$ cat config.mk
export PLATFORM = sky130hd
export DESIGN_NAME = mem_arbiter
export DESIGN_NICKNAME = d
export VERILOG_FILES = /design/src/rtl/mem_arbiter.sv
export SDC_FILE = /design/constraint.sdc
export NUM_CORES = 1
export LEC_CHECK = 0
export CORE_MARGIN = 1.5
export CORE_UTILIZATION = 53
export DETAILED_ROUTE_END_ITERATION = 6
export DONT_BUFFER_PORTS = 1
export PLACE_DENSITY = 0.8
export SYNTH_ARGS = -nofsm -noshare
export SYNTH_HDL_FRONTEND = slang
export SYNTH_SLANG_ARGS = --single-unit
export TNS_END_PERCENT = 5
$ cat constraint.sdc
create_clock -name clk -period 1.6 [get_ports clk]
set_clock_uncertainty 0.1 [all_clocks]
set_input_delay 0.16 -clock clk [delete_from_list [all_inputs] [get_ports clk]]
set_output_delay 0.16 -clock clk [all_outputs]
set_load 0.02 [all_outputs]
$ cat src/rtl/mem_arbiter.sv
// Round-robin arbiter sharing one single-port synchronous RAM between the CPU
// load/store path and the I/O requester; each access runs IDLE -> ISSUE -> CAPTURE.
module mem_arbiter #(
    parameter int ADDR_W = 10,
    parameter int DATA_W = 16
) (
    input  logic              clk,
    input  logic              reset,
    input  logic              cpu_req,
    input  logic              cpu_we,
    input  logic [ADDR_W-1:0] cpu_addr,
    input  logic [DATA_W-1:0] cpu_wdata,
    output logic              cpu_ack,
    output logic [DATA_W-1:0] cpu_rdata,
    input  logic              io_req,
    input  logic              io_we,
    input  logic [ADDR_W-1:0] io_addr,
    input  logic [DATA_W-1:0] io_wdata,
    output logic              io_ack,
    output logic [DATA_W-1:0] io_rdata,
    output logic [ADDR_W-1:0] mem_addr,
    output logic              mem_we,
    output logic [DATA_W-1:0] mem_wdata,
    input  logic [DATA_W-1:0] mem_rdata
);

    typedef enum logic [1:0] {
        IDLE    = 2'd0,
        ISSUE   = 2'd1,
        CAPTURE = 2'd2
    } state_e;

    state_e            state_q, state_d;
    logic              owner_q, owner_d;
    logic              last_q, last_d;
    logic              we_q, we_d;
    logic [ADDR_W-1:0] addr_q, addr_d;
    logic [DATA_W-1:0] wdata_q, wdata_d;
    logic              cpuAck_q, cpuAck_d;
    logic              ioAck_q, ioAck_d;
    logic [DATA_W-1:0] cpuRdata_q, cpuRdata_d;
    logic [DATA_W-1:0] ioRdata_q, ioRdata_d;

    logic effCpu;
    logic effIo;
    logic anyReq;
    logic grantIo;

    // A port is masked in its own ack cycle so a held req is not served twice.
    assign effCpu  = cpu_req & ~cpuAck_q;
    assign effIo   = io_req & ~ioAck_q;
    assign anyReq  = effCpu | effIo;
    assign grantIo = effIo & (~effCpu | ~last_q);

    always_ff @(posedge clk) begin
        if (reset) begin
            state_q <= IDLE;
        end else begin
            state_q <= state_d;
        end
    end

    always_comb begin
        state_d = state_q;
        case (state_q)
            IDLE:    if (anyReq) state_d = ISSUE;
            ISSUE:   state_d = CAPTURE;
            CAPTURE: state_d = IDLE;
            default: state_d = IDLE;
        endcase
    end

    always_comb begin
        owner_d    = owner_q;
        last_d     = last_q;
        we_d       = we_q;
        addr_d     = addr_q;
        wdata_d    = wdata_q;
        cpuAck_d   = 1'b0;
        ioAck_d    = 1'b0;
        cpuRdata_d = cpuRdata_q;
        ioRdata_d  = ioRdata_q;
        if (state_q == IDLE && anyReq) begin
            owner_d = grantIo;
            we_d    = grantIo ? io_we    : cpu_we;
            addr_d  = grantIo ? io_addr  : cpu_addr;
            wdata_d = grantIo ? io_wdata : cpu_wdata;
        end
        if (state_q == CAPTURE) begin
            if (!we_q) begin
                if (owner_q) ioRdata_d  = mem_rdata;
                else         cpuRdata_d = mem_rdata;
            end
            if (owner_q) ioAck_d  = 1'b1;
            else         cpuAck_d = 1'b1;
            last_d = owner_q;
        end
    end

    // last resets to IO so the CPU wins the first tie after reset.
    always_ff @(posedge clk) begin
        if (reset) begin
            owner_q    <= 1'b0;
            last_q     <= 1'b1;
            we_q       <= 1'b0;
            addr_q     <= '0;
            wdata_q    <= '0;
            cpuAck_q   <= 1'b0;
            ioAck_q    <= 1'b0;
            cpuRdata_q <= '0;
            ioRdata_q  <= '0;
        end else begin
            owner_q    <= owner_d;
            last_q     <= last_d;
            we_q       <= we_d;
            addr_q     <= addr_d;
            wdata_q    <= wdata_d;
            cpuAck_q   <= cpuAck_d;
            ioAck_q    <= ioAck_d;
            cpuRdata_q <= cpuRdata_d;
            ioRdata_q  <= ioRdata_d;
        end
    end

    always_comb begin
        mem_we    = (state_q == ISSUE) & we_q;
        mem_addr  = addr_q;
        mem_wdata = wdata_q;
        cpu_ack   = cpuAck_q;
        io_ack    = ioAck_q;
        cpu_rdata = cpuRdata_q;
        io_rdata  = ioRdata_q;
    end

endmodule

==> results of run 1 <==
-- logic make-up after synthesis --
group	share of synthesized area (%)
AO/OA/AOI/OAI	17.2
buffers and inverters	6.29
flip-flops	49.6
multiplexers	0.382
AND/OR/NAND/NOR	26.6
-- cell type report --
type	instances	area, um2	share of cell area, %
Clock buffer	10	138	4.65
Clock inverter	6	105	3.55
Inverter	1	3.75	0.127
Multi-Input combinational cell	225	1170	39.5
Sequential cell	65	1300	44.0
Tap cell	67	83.8	2.83
Timing Repair Buffer	15	158	5.33
-- critical path: cells and delay by family, from the launching register on --
| kind | cells | cell delay (ns) |
|---|---|---|
| buf+inv | 2 | 0.71 |
| flops | 1 | 0.42 |
| simple gates | 2 | 0.23 |
-- synthesized netlist by cell type --
master and number:
sky130_fd_sc_hd__a211o_1 1, sky130_fd_sc_hd__a21oi_1 22, sky130_fd_sc_hd__a21oi_2 10, sky130_fd_sc_hd__a311oi_1 27, sky130_fd_sc_hd__and2_1 1, sky130_fd_sc_hd__and3b_1 1, sky130_fd_sc_hd__buf_12 1, sky130_fd_sc_hd__buf_2 8
sky130_fd_sc_hd__buf_4 5, sky130_fd_sc_hd__buf_6 3, sky130_fd_sc_hd__clkbuf_1 8, sky130_fd_sc_hd__dfxtp_1 65, sky130_fd_sc_hd__inv_2 1, sky130_fd_sc_hd__mux2i_1 1, sky130_fd_sc_hd__nand2_1 109, sky130_fd_sc_hd__nand2_2 10
sky130_fd_sc_hd__nand2b_1 1, sky130_fd_sc_hd__nand3b_1 1, sky130_fd_sc_hd__nor2_1 30, sky130_fd_sc_hd__nor2b_1 3, sky130_fd_sc_hd__nor3_1 1, sky130_fd_sc_hd__nor3_4 2, sky130_fd_sc_hd__nor3b_1 2, sky130_fd_sc_hd__o21a_1 1
sky130_fd_sc_hd__or3_1 2
-- worst paths after layout --
kind                            startpoint          end  cells past startpoint
worst max-delay path            state_q[1]       io_ack                      4
worst min-delay path                 reset  mem_addr[6]                      1
worst max register to register  state_q[1]       io_ack                      4
worst min register to register      last_q       last_q                      1
-- report_power, final --
group	leakage (nW)	switching [W]	internal, W	total (W)
logic	0.424	0.000198	0.000152	0.000349
registers	0.532	0.000196	0.00173	0.00192
clock network	0.126	0.000579	0.00107	0.00165
-- stage by stage --
step / power [W] / hold WS (ns) / utilization, % / setup slack [ns] / cell area (um2)
after floorplan: 0.00224 / 0.196 / - / 0.0952 / 2620
after global placement: 0.00229 / 0.133 / 56.3 / 0.145 / 2680
after detailed placement: 0.00231 / 0.133 / 56.3 / 0.0906 / 2680
after CTS: 0.00396 / -0.228 / 62.0 / 0.0810 / 2950
after global routing: 0.00409 / -0.229 / 62.2 / 0.00279 / 2960
final: 0.00392 / -0.197 / 62.2 / 0.0943 / 2960
-- flip-flops by register name (all words and copies together) (netlist names) --
| name | cells |
|---|---|
| cpu_rdata | 16 |
| io_rdata | 16 |
| mem_wdata | 16 |
| mem_addr | 10 |
| state_q | 2 |
| cpu_ack | 1 |
| io_ack | 1 |
| last_q | 1 |
| owner_q | 1 |
| we_q | 1 |
-- layout by cell type, fill, tap and decap left out, types with 2 or more instances in the layout --
cell / count
sky130_fd_sc_hd__a21oi_1: 22
sky130_fd_sc_hd__a21oi_2: 10
sky130_fd_sc_hd__a311oi_1: 27
sky130_fd_sc_hd__buf_12: 3
sky130_fd_sc_hd__buf_4: 9
sky130_fd_sc_hd__bufinv_16: 3
sky130_fd_sc_hd__clkbuf_8: 10
sky130_fd_sc_hd__clkinv_2: 3
sky130_fd_sc_hd__dfxtp_1: 65
sky130_fd_sc_hd__dlygate4sd3_1: 3
sky130_fd_sc_hd__nand2_1: 109
sky130_fd_sc_hd__nand2_2: 10
sky130_fd_sc_hd__nor2_1: 30
sky130_fd_sc_hd__nor2b_1: 2
sky130_fd_sc_hd__nor3_4: 2
sky130_fd_sc_hd__nor3b_1: 2
sky130_fd_sc_hd__or3_1: 2
-- metal layers --
metal / GRT usage, % / vias up
met5: 0 / -
met4: 11.7 / 0
met3: 6.86 / 11
met2: 35.3 / 115
met1: 23.3 / 973
li1: - / 1063
-- what timing repair did --
action,CTS,global route
endpoints found under the setup margin,0,9
hold endpoints to repair,65,62
gates resized for setup,0,2
==> reports/summary.json, run 1 <==
{
  "outcome": "complete, but fails checks",
  "failed_checks": "negative hold slack",
  "route.vias.total": 2162,
  "grt_overflow_total": 0,
  "fp.coreArea_um2": 4750,
  "hold_violation_total_from_the_final_report": 62,
  "routed_via_density": 5.56,
  "grt_start_max_net_pins": 66,
  "stdcell_count": 389,
  "drive_above_1_share_pct": 16.8,
  "synth.largest_area_cell": "sky130_fd_sc_hd__dfxtp_1",
  "synth_warnings": 0,
  "grt_util_all_layers_pct": 21.0,
  "cp.required_ns": 1.77,
  "cts.clk_slew.worst_paths_ns": 0.06,
  "wl_per_cell_um": 14.5,
  "total_drc_errors_in_the_routed_layout": 0,
  "num-nets-final": 391,
  "wl_met3_um": 668,
  "top_level_ports": 135,
  "wire_length_of_the_first_global_routing_pass_mm": 8.60,
  "h-tree-depth": 3,
  "drt_first_pass_iters": 4,
  "clock_latency_late_sink_ns": 0.32,
  "post-route-period-util_pct": 94.1,
  "vias_in_the_first_global_route": 1920,
  "leakage_nw": 1.08,
  "timing.hold.worst.class": "in2reg",
  "maxCapViolations": 0,
  "ctsHoldBuffers": 3,
  "setup_total_negative_slack_ns": 0,
  "fill_cells": 411,
  "post_route_worst_hold_slack_ns": -0.197,
  "ir_drop_mv": 0.682,
  "grt_setup_unrepaired": "no",
  "synth_cells": 316,
  "time_the_final_worst_path_needs_with_i_o_delays_and_setup_ns": 1.51,
  "syn_area_um2": 2620,
  "antennaDiodeCount": 0,
  "postSynthRegisterBits": 65,
  "slowest_delay_ns": 0.56,
  "worstSetupStartpointType": "register",
  "critical_path.cell_chain": "nand2b_4 -> buf_4 -> nor3b_1 -> dlygate4sd3_1",
  "post_route_m1_wl_mm": 2.26,
  "seq_area_frac_synth_pct": 49.6,
  "initial_core_util_pct": 55.2,
  "cts_tree": "built",
  "io_buffers": 0,
  "clkSinkCount": 65,
  "grt_antenna_before_repair": 0,
  "timing.critical_path.arrival_ns": 1.67,
  "drt_iter0_markers": 130,
  "synth_area_per_cell_um2": 8.30,
  "power-per-cell-area_nw_per_um2": 1330,
  "yosys.cell_types.count": 25,
  "post-place-cells": 370,
  "timing_max_transition_violations_final": 0,
  "gpl_congestion": 0.768,
  "die_x_um": 73.4,
  "worstSetupEndpointType": "register",
  "maxUsedRoutingLayer": "met4",
  "synth.top_cells.by_area": "sky130_fd_sc_hd__dfxtp_1 (50%), sky130_fd_sc_hd__nand2_1 (16%), sky130_fd_sc_hd__a311oi_1 (9.0%)",
  "ctsLongestPathBuffers": 2,
  "slew_headroom_pct": 64.2,
  "clk_root_buffer_cell": "sky130_fd_sc_hd__clkbuf_8",
  "setup.reg_to_reg.worst_slack_ns": 0.09,
  "detail-route-antenna-nets": 0,
  "max_freq_mhz": 664,
  "layout-area-overhead-vs-synth_pct": 12.7,
  "cp_max_fo": 4,
  "worst_pin_slew_ns": 0.536,
  "floorplan.die.height_um": 73.4,
  "postCtsSetupBuffers": 0,
  "design.die.area_um2": 5380,
  "wl_mm": 5.64,
  "cts-buffers-inserted": 9,
  "place.detailed.hpwl_mm": 3.85,
  "timing.critical_path.slowest_stage_cell": "sky130_fd_sc_hd__dlygate4sd3_1",
  "worst-setup-path-type": "reg2reg",
  "setup_violations": 0,
  "synth.net_count": 390,
  "rows": 25,
  "met2WireLength_mm": 2.61,
  "synth_top_area_share_pct": 49.6
}
No activity file was read; power rests on OpenSTA's default activity.
==> run 2, diff against run 1 <==
--- a/config.mk
+++ b/config.mk
@@ -5,6 +5,7 @@
 export SDC_FILE = /design/constraint.sdc
 export NUM_CORES = 1
 export LEC_CHECK = 0
+export CORE_ASPECT_RATIO = 0.5
 export CORE_MARGIN = 1.5
 export CORE_UTILIZATION = 53
 export DETAILED_ROUTE_END_ITERATION = 6
==> run 2 against run 1 <==
  * The flow still finishes with violations (negative hold slack)
  * Combinational power increased by 5%
  * Non-clock buffer count increased by 1
  * Maximum frequency increased by 1.0%
  * Total power decreased by 6.7%
  * Critical path type unchanged
  * Largest power group unchanged
==> reports/summary.json, run 2 (same netlist as run 1, synthesis figures left out) <==
{
  "outcome": "complete, but fails checks",
  "failed_checks": "negative hold slack",
  "rows": {"value": 17, "change": "-32%"},
  "place_area": {"value": 2690, "unit": "um2", "change": "+0.51%"},
  "drive_above_1_share": {"value": 17.1, "unit": "%", "change": "+0.31 points"},
  "setup.reg_to_reg.worst_slack": {"value": 0.11, "unit": "ns", "change": "+0.02 ns"},
  "drt_first_pass_iters": {"value": 4, "change": "unchanged"},
  "worst-setup-path-type": "reg2reg",
  "setup_violations": {"value": 0, "change": "unchanged"},
  "fill_cells": {"value": 404, "change": "-1.7%"},
  "timing.hold.worst.class": "in2reg",
  "post-route-period-util": {"value": 93.2, "unit": "%", "change": "-0.95 points"},
  "io_buffers": {"value": 0, "change": "unchanged"},
  "timing.critical_path.arrival": {"value": 1.61, "unit": "ns", "change": "-0.06 ns"},
  "leakage": {"value": 1.06, "unit": "nW", "change": "-2.0%"},
  "route.vias.total": {"value": 2133, "change": "-1.3%"},
  "grt_setup_unrepaired": "no",
  "detail-route-antenna-nets": {"value": 0, "change": "unchanged"},
  "grt_util_all_layers": {"value": 22.7, "unit": "%", "change": "+1.7 points"},
  "h-tree-depth": {"value": 3, "change": "unchanged"},
  "critPathLaunch": "owner_q",
  "finish.utilization": {"value": 63.8, "unit": "%", "change": "+1.6 points"},
  "vias_in_the_first_global_route": {"value": 2036, "change": "+6.0%"},
  "die_x": {"value": 103, "unit": "um", "change": "+40%"},
  "worst_case_reg_to_reg_path_depth": {"value": 5, "change": "+1"},
  "top_level_ports": {"value": 135, "change": "unchanged"},
  "cp_max_fo": {"value": 16, "change": "+12"},
  "crit-reg2reg-launch": "owner_q",
  "place.detailed.hpwl": {"value": 4.21, "unit": "mm", "change": "+9.2%"},
  "worst_pin_slew": {"value": 0.270, "unit": "ns", "change": "-0.266 ns"},
  "design.die.area": {"value": 5410, "unit": "um2", "change": "+0.47%"},
  "slowest_delay": {"value": 0.47, "unit": "ns", "change": "-0.09 ns"},
  "layout_common_cells": "sky130_fd_sc_hd__nand2_1 (109), sky130_fd_sc_hd__dfxtp_1 (65), sky130_fd_sc_hd__nor2_1 (30)",
  "cts-buffers-inserted": {"value": 9, "change": "unchanged"},
  "gpl_congestion": {"value": 0.747, "change": "-2.8%"},
  "worst_path_dominant_cell_family": "flip-flops",
  "timing_max_transition_violations_final": {"value": 0, "change": "unchanged"},
  "ir_drop": {"value": 0.692, "unit": "mV", "change": "+1.5%"},
  "ctsHoldBuffers": {"value": 3, "change": "unchanged"},
  "initial_core_util": {"value": 57.4, "unit": "%", "change": "+2.2 points"},
  "critical_path.cell_chain": "inv_2 -> or3_1 -> buf_4 -> nand2_1 -> a21oi_1",
  "wire_length_of_the_first_global_routing_pass": {"value": 9.03, "unit": "mm", "change": "+4.9%"},
  "cts.clk_slew.worst_paths": {"value": 0.06, "unit": "ns", "change": "about the same"},
  "grt_start_max_net_pins": {"value": 66, "change": "unchanged"},
  "worstSetupStartpointType": "register",
  "num-nets-final": {"value": 392, "change": "+0.26%"},
  "critPathCapture": "io_rdata[2]",
  "clock_latency_late_sink": {"value": 0.33, "unit": "ns", "change": "about the same"},
  "routed_via_density": {"value": 5.50, "change": "-1.1%"},
  "grt_antenna_before_repair": {"value": 0, "change": "unchanged"},
  "clk_root_buffer_cell": "sky130_fd_sc_hd__clkbuf_8",
  "power-per-cell-area": {"value": 1250, "unit": "nW/um2", "change": "-5.5%"},
  "cts_tree": "built",
  "hold_violation_total_from_the_final_report": {"value": 63, "change": "+1.6%"},
  "grt_overflow_total": {"value": 0, "change": "unchanged"},
  "antennaDiodeCount": {"value": 0, "change": "unchanged"},
  "max_freq": {"value": 671, "unit": "MHz", "change": "+1.0%"},
  "cp.required": {"value": 1.72, "unit": "ns", "change": "-0.05 ns"},
  "worstSetupEndpointType": "register",
  "wl_per_cell": {"value": 15.5, "unit": "um", "change": "+6.8%"},
  "ctsLongestPathBuffers": {"value": 2, "change": "unchanged"},
  "post_route_worst_hold_slack": {"value": -0.203, "unit": "ns", "change": "-0.00543 ns"},
  "drt_iter0_markers": {"value": 89, "change": "-32%"},
  "layout-area-overhead-vs-synth_pct": 11.3,
  "timing.critical_path.slowest_stage_cell": "sky130_fd_sc_hd__dfxtp_1",
  "maxCapViolations": {"value": 0, "change": "unchanged"},
  "total_drc_errors_in_the_routed_layout": {"value": 0, "change": "unchanged"},
  "slew_headroom": {"value": 81.9, "unit": "%", "change": "+18 points"},
  "time_the_final_worst_path_needs_with_i_o_delays_and_setup": {"value": 1.49, "unit": "ns", "change": "-0.0153 ns"},
  "critPathBufInv": {"value": 2, "change": "unchanged"},
  "mostFrequentLayoutCell": "sky130_fd_sc_hd__nand2_1",
  "fp.coreArea": {"value": 4570, "unit": "um2", "change": "-3.8%"},
  "floorplan.die.height": {"value": 52.8, "unit": "um", "change": "-28%"},
  "clkSinkCount": {"value": 65, "change": "unchanged"},
  "wl": {"value": 6.01, "unit": "mm", "change": "+6.5%"},
  "setup_total_negative_slack": {"value": 0, "unit": "ns", "change": "unchanged"},
  "design_area": {"value": 2920, "unit": "um2", "change": "-1.3%"},
  "postCtsSetupBuffers": {"value": 0, "change": "unchanged"},
  "crit-reg2reg-capture": "io_rdata[2]",
  "critical_path_cell_count": {"value": 5, "change": "+1"}
}
run 2: cell count changes in the layout (fill, tap and decap cells not counted), sizes merged:
cell | before | now
bufinv | 3 | 1
clkinv | 3 | 2
buf | 12 | 14
dlygate4sd3 | 3 | 2
clkbuf | 10 | 12
run 2: cell type report:
class                           count  area (um2)  share of cell area [%]
Clock buffer                       12         155                    5.32
Timing Repair Buffer               16         163                    5.57
Tap cell                           66        82.6                    2.83
Inverter                            1        3.75                   0.129
Clock inverter                      3        40.0                    1.37
Sequential cell                    65        1300                    44.6
Multi-Input combinational cell    225        1170                    40.2
run 2: report_power, final:
part           total, W  switching [W]  internal (W)
Combinational  0.000367       0.000206      0.000161
Clock           0.00137       0.000577      0.000791
Sequential      0.00192       0.000194       0.00173
Total           0.00366       0.000978       0.00268
run 2: how the worst min path moves through the flow:
stage | start | end | slack, ns | depth (start not counted)
after floorplan | mem_rdata[10] | cpu_rdata[10] | 0.20 | 2
after global placement | reset | io_rdata[13] | 0.13 | 1
after detailed placement | reset | io_rdata[5] | 0.13 | 1
after CTS | reset | io_rdata[5] | -0.23 | 1
after global routing | reset | io_rdata[12] | -0.24 | 1
final | reset | cpu_rdata[13] | -0.20 | 1
run 2: metal layers:
layer / wire (um) / global-route usage, % / part of all wire, %
met5: 0 / 0 / 0
met1: 2420 / 23.6 / 40
met3: 531 / 9.47 / 8.8
met4: 79 / 9.59 / 1.3
met2: 2980 / 41.1 / 50
run 2: timing repair:
action                                  4_1_cts  5_1_grt
hold endpoints to repair                     65       63
endpoints found under the setup margin        0       10
resized for setup                             0        3
run 2: stage by stage:
| step | hold WS (ns) | worst slack [ns] | total power, W | std cells |
|---|---|---|---|---|
| floorplan | 0.196 | 0.0952 | 0.00224 | 316 |
| detailed placement | 0.131 | 0.0776 | 0.00232 | 371 |
| global route | -0.236 | 0.0290 | 0.00382 | 388 |
| finish | -0.203 | 0.110 | 0.00366 | 388 |
| CTS | -0.231 | 0.0630 | 0.00370 | 389 |
| global placement | 0.130 | 0.128 | 0.00229 | 371 |
==> run 3, diff against run 2 <==
--- a/config.mk
+++ b/config.mk
@@ -5,12 +5,14 @@
 export SDC_FILE = /design/constraint.sdc
 export NUM_CORES = 1
 export LEC_CHECK = 0
+export CELL_PAD_IN_SITES_DETAIL_PLACEMENT = 0
+export CELL_PAD_IN_SITES_GLOBAL_PLACEMENT = 2
 export CORE_ASPECT_RATIO = 0.5
-export CORE_MARGIN = 1.5
-export CORE_UTILIZATION = 53
+export CORE_MARGIN = 5
+export CORE_UTILIZATION = 30
 export DETAILED_ROUTE_END_ITERATION = 6
 export DONT_BUFFER_PORTS = 1
-export PLACE_DENSITY = 0.8
+export PLACE_DENSITY = 0.83
 export SYNTH_ARGS = -nofsm -noshare
 export SYNTH_HDL_FRONTEND = slang
 export SYNTH_SLANG_ARGS = --single-unit
==> run 3 against run 2 <==
  * The flow still finishes with violations (negative hold slack)
  * Clock power increased by 39%
  * Total power increased by 15%
  * Setup slack gained 0.027 ns
  * Die area is 100% higher
  * Critical path depth did not move
  * Sequential share of layout area shrank 2.7 points
  * Sequential power about the same
  * Register-to-register slack improved by 0.03 ns
  * Maximum frequency increased by 1.9%
  * Design area rose by 6.5%
  * Worst hold slack better by 0.0035 ns
  * Critical endpoint is now io_rdata[3]
  * Largest power group unchanged
==> reports/summary.json, run 3 (same netlist as run 1, synthesis figures left out) <==
{
  "ctsHoldBuffers": {"value": 3, "change": "unchanged"},
  "grt_start_max_net_pins": {"value": 66, "change": "unchanged"},
  "power-per-cell-area": {"value": 1350, "unit": "nW/um2", "change": "+8.1%"},
  "drt_first_pass_iters": {"value": 4, "change": "unchanged"},
  "cts_tree": "built",
  "top_level_ports": {"value": 135, "change": "unchanged"},
  "routed_via_density": {"value": 5.03, "change": "-8.6%"},
  "setup_violations": {"value": 0, "change": "unchanged"},
  "clk_root_buffer_cell": "sky130_fd_sc_hd__clkbuf_16",
  "place.detailed.hpwl": {"value": 4.96, "unit": "mm", "change": "+18%"},
  "wl_per_cell": {"value": 16.4, "unit": "um", "change": "+5.8%"},
  "max_freq": {"value": 684, "unit": "MHz", "change": "+1.9%"},
  "initial_core_util": {"value": 30.4, "unit": "%", "change": "-27 points"},
  "stdcell_count": {"value": 440, "change": "+13%"},
  "rows": {"value": 24, "change": "+7"},
  "slew_headroom": {"value": 80.5, "unit": "%", "change": "-1.4 points"},
  "power.share.switching": {"value": 25.4, "unit": "%", "change": "-1.4 points"},
  "die_x": {"value": 142, "unit": "um", "change": "+39%"},
  "wl": {"value": 7.21, "unit": "mm", "change": "+20%"},
  "outcome": "complete, but fails checks",
  "worst_pin_slew": {"value": 0.292, "unit": "ns", "change": "+0.0223 ns"},
  "failed_checks": "negative hold slack",
  "clock_latency_late_sink": {"value": 0.32, "unit": "ns", "change": "about the same"},
  "clkSinkCount": {"value": 65, "change": "unchanged"},
  "time_the_final_worst_path_needs_with_i_o_delays_and_setup": {"value": 1.46, "unit": "ns", "change": "-0.0274 ns"},
  "power.internal": {"value": 0.00314, "unit": "W", "change": "+17%"},
  "h-tree-depth": {"value": 3, "change": "unchanged"},
  "detail-route-antenna-nets": {"value": 0, "change": "unchanged"},
  "grt_overflow_total": {"value": 0, "change": "unchanged"},
  "wire_length_of_the_first_global_routing_pass": {"value": 11.2, "unit": "mm", "change": "+25%"},
  "drt_iter0_markers": {"value": 79, "change": "-11%"},
  "maxCapViolations": {"value": 0, "change": "unchanged"},
  "timing_max_transition_violations_final": {"value": 0, "change": "unchanged"},
  "post_route_worst_hold_slack": {"value": -0.199, "unit": "ns", "change": "+0.00351 ns"},
  "layout_common_cells": "sky130_fd_sc_hd__nand2_1 (109), sky130_fd_sc_hd__dfxtp_1 (65), sky130_fd_sc_hd__nor2_1 (30)",
  "grt_util_all_layers": {"value": 13.0, "unit": "%", "change": "-9.7 points"},
  "combPwrFrac": {"value": 9.1, "unit": "%", "change": "-0.9 points"},
  "gpl_congestion": {"value": 0.710, "change": "-5.0%"},
  "num-nets-final": {"value": 392, "change": "unchanged"},
  "timing.critical_path.arrival": {"value": 1.58, "unit": "ns", "change": "-0.03 ns"},
  "post_cts.resized_instances": {"value": 0, "change": "unchanged"},
  "design_area": {"value": 3110, "unit": "um2", "change": "+6.5%"},
  "antennaDiodeCount": {"value": 0, "change": "unchanged"},
  "finish.utilization": {"value": 36.1, "unit": "%", "change": "-28 points"},
  "floorplan.die.height": {"value": 76.1, "unit": "um", "change": "+44%"},
  "io_buffers": {"value": 0, "change": "unchanged"},
  "netSwitchingPower": {"value": 0.00107, "unit": "W", "change": "+9.2%"},
  "worst-setup-path-type": "reg2reg",
  "setup_total_negative_slack": {"value": 0, "unit": "ns", "change": "unchanged"},
  "drive_above_1_share": {"value": 15.5, "unit": "%", "change": "-1.6 points"},
  "grt_setup_unrepaired": "no",
  "mostFrequentLayoutCell": "sky130_fd_sc_hd__nand2_1",
  "total_drc_errors_in_the_routed_layout": {"value": 0, "change": "unchanged"},
  "vias_in_the_first_global_route": {"value": 2240, "change": "+10%"},
  "route.vias.total": {"value": 2212, "change": "+3.7%"},
  "fp.coreArea": {"value": 8620, "unit": "um2", "change": "+88%"},
  "worstSetupStartpointType": "register",
  "cp_max_fo": {"value": 16, "change": "unchanged"},
  "post-place-cells": {"value": 420, "change": "+13%"},
  "worstSetupEndpointType": "register",
  "post-route-period-util": {"value": 91.4, "unit": "%", "change": "-1.7 points"},
  "cts.clk_slew.worst_paths": {"value": 0.05, "unit": "ns", "change": "about the same"},
  "hold_violation_total_from_the_final_report": {"value": 62, "change": "-1.6%"},
  "place_area": {"value": 2760, "unit": "um2", "change": "+2.7%"},
  "leakage": {"value": 1.11, "unit": "nW", "change": "+5.0%"},
  "cts-buffers-inserted": {"value": 9, "change": "unchanged"},
  "p_seq_share": {"value": 45.7, "unit": "%", "change": "-6.8 points"},
  "layout-area-overhead-vs-synth_pct": 18.5,
  "ctsLongestPathBuffers": {"value": 2, "change": "unchanged"},
  "ir_drop": {"value": 0.622, "unit": "mV", "change": "-10%"},
  "grt_antenna_before_repair": {"value": 0, "change": "unchanged"},
  "timing.hold.worst.class": "in2reg",
  "design.die.area": {"value": 10800, "unit": "um2", "change": "+100%"},
  "clkPwrFrac": {"value": 45.2, "unit": "%", "change": "+7.8 points"},
  "cp.required": {"value": 1.71, "unit": "ns", "change": "about the same"}
}
[run 3: timing repair]
| action | CTS | global route |
|---|---|---|
| setup buffers | 0 | 0 |
| setup endpoints to repair | 0 | 2 |
| hold endpoints to repair | 65 | 62 |
[run 3: path summary, 6_finish.rpt]
path / start / to / slack, ns / cells past startpoint
setup / recovery: state_q[0] / io_rdata[3] / 0.14 / 5
hold / removal: reset / io_rdata[14] / -0.20 / 1
hold reg to reg: last_q / last_q / 0.38 / 1
setup reg to reg: state_q[0] / io_rdata[3] / 0.14 / 5
[run 3: cell type report]
class / instances / area [um2]
inverter: 1 / 3.75
clock buffer: 13 / 250
sequential: 65 / 1300
timing repair buffer: 16 / 208
tap: 117 / 146
fill: 889 / 5510
clock inverter: 3 / 40.0
multi-input combinational: 225 / 1160
[run 3: layer usage]
layer | share of wire, % | wire length (um) | global-route usage, %
met5 | 0 | 0 | 0
met4 | 1.1 | 80 | 4.41
met3 | 9.0 | 650 | 6.14
met2 | 49 | 3540 | 21.4
met1 | 41 | 2940 | 14.7
[run 3: through the flow]
stage,worst slack [ns],power (W)
after floorplan,0.0952,0.00224
after detailed placement,0.138,0.00232
final,0.137,0.00421
after CTS,0.127,0.00425
after global routing,0.0111,0.00441
after global placement,0.190,0.00230
[run 3: worst max-delay path, stage by stage (launching register included)]
cell and delay, ns:
sky130_fd_sc_hd__dfxtp_1 0.32, sky130_fd_sc_hd__nand2b_1 0.22, sky130_fd_sc_hd__or3_1 0.33, sky130_fd_sc_hd__buf_4 0.22
sky130_fd_sc_hd__nand2_1 0.10, sky130_fd_sc_hd__a21oi_1 0.06
[run 3: power by group through the flow]
stage	clock, W	sequential, W	combinational [W]
after global routing	0.00205	0.00194	0.000432
after detailed placement	0	0.00196	0.000359
after global placement	0	0.00196	0.000340
final	0.00190	0.00192	0.000382
after floorplan	0	0.00194	0.000301
after CTS	0.00196	0.00193	0.000361
